===== config.mk =====
export PLATFORM = sky130hd
export DESIGN_NAME = byte_striping
export DESIGN_NICKNAME = d
export VERILOG_FILES = /design/src/rtl/byte_striping.sv
export SDC_FILE = /design/constraint.sdc
export NUM_CORES = 1
export LEC_CHECK = 0
export ABC_AREA = 1
export BUFFER_PORTS_ARGS = -buffer_cell sky130_fd_sc_hd__buf_2
export CORE_UTILIZATION = 55
export DETAILED_ROUTE_END_ITERATION = 8
export PLACE_DENSITY_LB_ADDON = 0.08
export SLEW_MARGIN = 20
export SYNTH_ARGS = -nofsm -noshare
export SYNTH_HDL_FRONTEND = slang
export SYNTH_SLANG_ARGS = --single-unit

===== constraint.sdc =====
create_clock -name clk -period 2.66 [get_ports clk]
set_input_delay 0.266 -clock clk [delete_from_list [all_inputs] [get_ports clk]]
set_output_delay 0.266 -clock clk [all_outputs]
set_load 0.01 [all_outputs]

===== src/rtl/byte_striping.sv =====
// byte_striping: deals a valid-qualified word stream alternately onto two registered lanes,
// flushing a leftover even word alone on the first idle cycle so nothing is stranded.
module byte_striping #(
    parameter int DATA_WIDTH = 32
) (
    input  logic                  clk,
    input  logic                  reset,
    input  logic [DATA_WIDTH-1:0] data_in,
    input  logic                  valid_in,
    output logic [DATA_WIDTH-1:0] lane_0,
    output logic                  valid_0,
    output logic [DATA_WIDTH-1:0] lane_1,
    output logic                  valid_1
);
    typedef enum logic {EVEN, ODD} state_t;
    state_t                state_q, state_d;
    logic [DATA_WIDTH-1:0] hold_q, hold_d;
    logic [DATA_WIDTH-1:0] lane_0_q, lane_0_d;
    logic [DATA_WIDTH-1:0] lane_1_q, lane_1_d;
    logic                  valid_0_q, valid_0_d;
    logic                  valid_1_q, valid_1_d;

    always_ff @(posedge clk) begin
        if (reset) begin
            state_q   <= EVEN;
            hold_q    <= '0;
            lane_0_q  <= '0;
            lane_1_q  <= '0;
            valid_0_q <= 1'b0;
            valid_1_q <= 1'b0;
        end else begin
            state_q   <= state_d;
            hold_q    <= hold_d;
            lane_0_q  <= lane_0_d;
            lane_1_q  <= lane_1_d;
            valid_0_q <= valid_0_d;
            valid_1_q <= valid_1_d;
        end
    end

    always_comb begin
        state_d = (state_q == EVEN && valid_in) ? ODD : EVEN;
    end

    // In ODD the parked word always leaves, paired if a new word arrives, alone otherwise.
    always_comb begin
        hold_d    = (state_q == EVEN && valid_in) ? data_in : hold_q;
        lane_0_d  = (state_q == ODD) ? hold_q : lane_0_q;
        lane_1_d  = (state_q == ODD && valid_in) ? data_in : lane_1_q;
        valid_0_d = (state_q == ODD);
        valid_1_d = (state_q == ODD) && valid_in;
    end

    assign lane_0  = lane_0_q;
    assign lane_1  = lane_1_q;
    assign valid_0 = valid_0_q;
    assign valid_1 = valid_1_q;
endmodule

======== Yosys cells after proc, flatten, opt, wreduce, memory -nomap -nowiden ========
Index checks and enable logic that the tools add are counted.
storage, ports and cells
  latch bits .............................. 0
  memories ................................ 0
  bits in registers ....................... 99
  word-level logic and storage cells ...... 10
  memory bits (writable) .................. 0
  memory bits (read-only) ................. 0
  bits of input ports ..................... 35
cells by class
  equal/unequal tests ..................... 0
  reductions and logical operators ........ 2
  add/subtract/negate cells ............... 0
  divide/modulo/power cells ............... 0
  shift-type cells ........................ 0
  $lt $le $gt $ge ......................... 0
  $mul .................................... 0
  multiplexer cells ....................... 1
  bitwise gates (word level) .............. 1
operator list
  operator             number
  $logic_and A1 B1 Y1  2
  $mux W1              1
  $not A1 Y1           1

======== Longest topological paths before layout ========
  depth in word-level cells ............... 3
  gate-level depth with buffers ........... 6
  gate-level depth less buffers ........... 4

======== Least setup slack after synthesis ========
No wires, ideal clock.
  path kind ............................... reg-to-reg
  start point ............................. register state_q
  end point ............................... register hold_q[11]
  setup slack ............................. 1.593 ns
  arrival ................................. 0.954 ns
  cell stages (with the launch flop) ...... 7
  period minus slack after synthesis ...... 1.067 ns
  path through ............................ dfxtp_1 inv_2 buf_4 clkbuf_1 nand3_1 nand2_1 nor2_1
on the way
  word-level cells in the longest chain between the ends .. 2
RTL lines
  what                    RTL line  text
  from (decl)             16        state_t state_q, state_d;
  from (signal assigned)  32        state_q <= state_d;
  $not A1 Y1              47        hold_d = (state_q == EVEN && valid_in) ? data_in : hold_q;
  $logic_and A1 B1 Y1     47
  to (signal assigned)    33        hold_q <= hold_d;
  to (decl)               17        logic [DATA_WIDTH-1:0] hold_q, hold_d;
Every way passes these cells.
A chain may end at the register's enable or synchronous reset.

======== Worst setup path after layout ========
  start point ............................. register state_q
  end point ............................... register lane_1_q[17] (netlist: lane_1[17])
on the way
  word-level cells in the longest chain between the ends .. 1
RTL lines
  what                  RTL line  text
  $logic_and A1 B1 Y1   49        lane_1_d = (state_q == ODD && valid_in) ? data_in : lane_1_q;
  to (signal assigned)  35        lane_1_q <= lane_1_d;
  to (decl)             19        logic [DATA_WIDTH-1:0] lane_1_q, lane_1_d;
Every way passes these cells.

==> results.md <==
* Die area at 7000 um2
* Main synth FF type: dfxtp_1
* Setup violations, final at 0
* Std cell rows at 29
* Top cell type's share of synthesized area at 54.0%
* Worst-Skew Late Latency at 0.36 ns
* Synth Instances at 496
* Top Ports at 101
* Core footprint at 6390 um2
* Total power at 2940 uW
* Cell area after layout at 4360 um2
* Critical path class: flop to flop
* Final worst-path cycle share at 71.6%
* H-tree levels at 3
* Area after DPL at 4150 um2
* CTS tree: yes
* Outcome: finished clean
* Worst Hold Class: input pin to flop
* Commonest cells in the netlist: nor2_1, dfxtp_1, nand2_1, nand3_1
* Slew HR at 50.6%
* Clock Tree Buf Depth at 2
* Syn Nets at 531
* Crit start category: flop
* GR met3 Demand/Resource at 4.06%
* Clock Sinks at 99
* Unique cell type count in the Yosys netlist at 14
* Yosys reg bits at 99
* Synth Cell Area at 3670 um2
* Initial Utilization at 57.4%
* Remaining Overflow, GRT at 0
* Worst-Margin Slew at 0.740 ns
* Area growth, synth to finish at 18.9%
* Most common cell in the netlist: nor2_1
* Largest net degree at the start of global routing at 65
* Fill cells at 579
* Clock-pin slew on the worst setup and hold paths at 0.09 ns
* Vias at 3332
* PwrDens at 675 nW/um2
* Post-route ant nets at 0
* Post-DP HPWL at 5480 um
* Largest cells by area after synthesis: dfxtp_1, nor2_1, nand3_1, nand2_1, a21oi_1
* Required time of the critical path at 2.90 ns
* Port Buf Inserts at 100
* Clock tree root buffer cell: clkbuf_8
* Number of global-route vias before repair at 2909
* Leakage at 0.00220 uW
* Achievable Freq at 525 MHz
* Final Hold Viols at 0
* RSZ-0062 raised after global routing: no
* Skew final at 0.00877 ns
* Met1 global-route usage at 36.4%
* Setup TNS at 0 ns
* TritonCTS buffer count at 9
* YS warnings at 0
* EDFF count, synth at 0
* Final wirelength at 8190 um
* Die height at 83.7 um
* Gpl congestion at 0.791
* Critical Path AT at 2.14 ns
* Hold buffers post-CTS at 0
* DR DRC count at 0
* Wire length of the first global-routing pass at 13700 um
* VDD IR max at 367 uV
* Drt first-iter violations at 257
* Busiest grt layer: met1
* Max Cap Violations at 0
* Total Nets Final at 612
* Drt pass-1 iters at 5
* Die W at 83.7 um
* Fraction of registers with async set/reset at 0%
* Slew Viols, Final at 0
* Post-cts sizing count at 0
* Worst Setup End Kind: flop
* Hold Path Depth at 3
* Vias per inst at 5.06
* Post-route minimum period at 1.90 ns
* Reg2Reg Depth at 4
* ANT cells at 0
* Postcts setup bufs at 0
* Tot GR Track Use at 24.1%
* Initial antenna violation count at 0
* Wire per inst at 12.4 um
* Avg Cell Area, Syn at 7.39 um2
* Ratio of cells with drive above 1 in the final layout at 22.0%
* Grt met2 use at 34.2%
* Worst-path maximum fanout at 41
* Largest area contributor in the netlist: dfxtp_1
* Seq/Total Area, Yosys at 54.0%
==> flip-flops by register name, summed over array words and instances, names as in the netlist <==
| register | count |
|---|---|
| hold_q | 32 |
| lane_0 | 32 |
| valid_0 | 1 |
| valid_1 | 1 |
| state_q | 1 |
| lane_1 | 32 |
==> worst paths after layout <==
check,start,end,slack [ns]
max,state_q,lane_1[17],0.76
min reg2reg,lane_1[25],lane_1[25],0.47
min,data_in[31],lane_1[31],0.18
max reg2reg,state_q,lane_1[17],0.76
==> layout by cell type, fill, tap and decap left out, drive strengths merged <==
| master | n |
|---|---|
| nor2 | 131 |
| buf | 107 |
| dfxtp | 99 |
| nand2 | 65 |
| nand3 | 64 |
| inv | 36 |
| o21ai | 32 |
| a21oi | 32 |
| clkbuf | 10 |
| clkinvlp | 3 |
| clkinv | 1 |
| nor3 | 1 |
| bufinv | 1 |
==> layer usage <==
layer  share of wire [%]  wire [um]
met5                   0          0
met4                 1.5        119
met3                 5.9        481
met2                  41       3360
met1                  52       4230
==> stage by stage <==
| step | util (%) | instances | setup slack [ns] | hold WS [ns] |
|---|---|---|---|---|
| global route | 68.3 | 659 | 0.606 | 0.188 |
| CTS | 68.3 | 659 | 0.772 | 0.166 |
| finish | 68.3 | 659 | 0.756 | 0.177 |
| global placement | 65.0 | 643 | 0.807 | 0.446 |
| detailed placement | 65.0 | 643 | 0.776 | 0.450 |
| floorplan | - | 496 | 1.59 | 0.378 |
==> worst max-delay path, cell delays in order, from the launching register on <==
cell     delay, ns
dfxtp_2       0.60
buf_4         0.46
nand2_2       0.46
nand2_1       0.18
a21oi_1       0.08
==> final cells by class <==
class	instances	area, um2	share of cell area (%)
repair buffers	107	553	12.7
well taps	77	96.3	2.21
multi-input cells	325	1390	31.8
inverters	35	131	3.01
clock inverters	6	72.6	1.66
flip-flops and latches	99	1980	45.5
clock buffers	10	138	3.16
==> report_power, final <==
part / leakage, uW / switching [uW] / internal [uW] / total, uW
registers: 0.000813 / 48.5 / 1570 / 1620
clock network: 0.0000971 / 531 / 470 / 1000
logic: 0.00129 / 203 / 122 / 325
==> logic make-up (layout without fill, tap and decap cells) <==
group,after synthesis,count (layout),share of synthesized area [%]
and+or+nand+nor,261,261,29.0
buffers and inverters,72,158,8.22
DFF,99,99,54.0
AOI/OAI and AO/OA,64,64,8.73
Power figures use the tool's default switching activity.
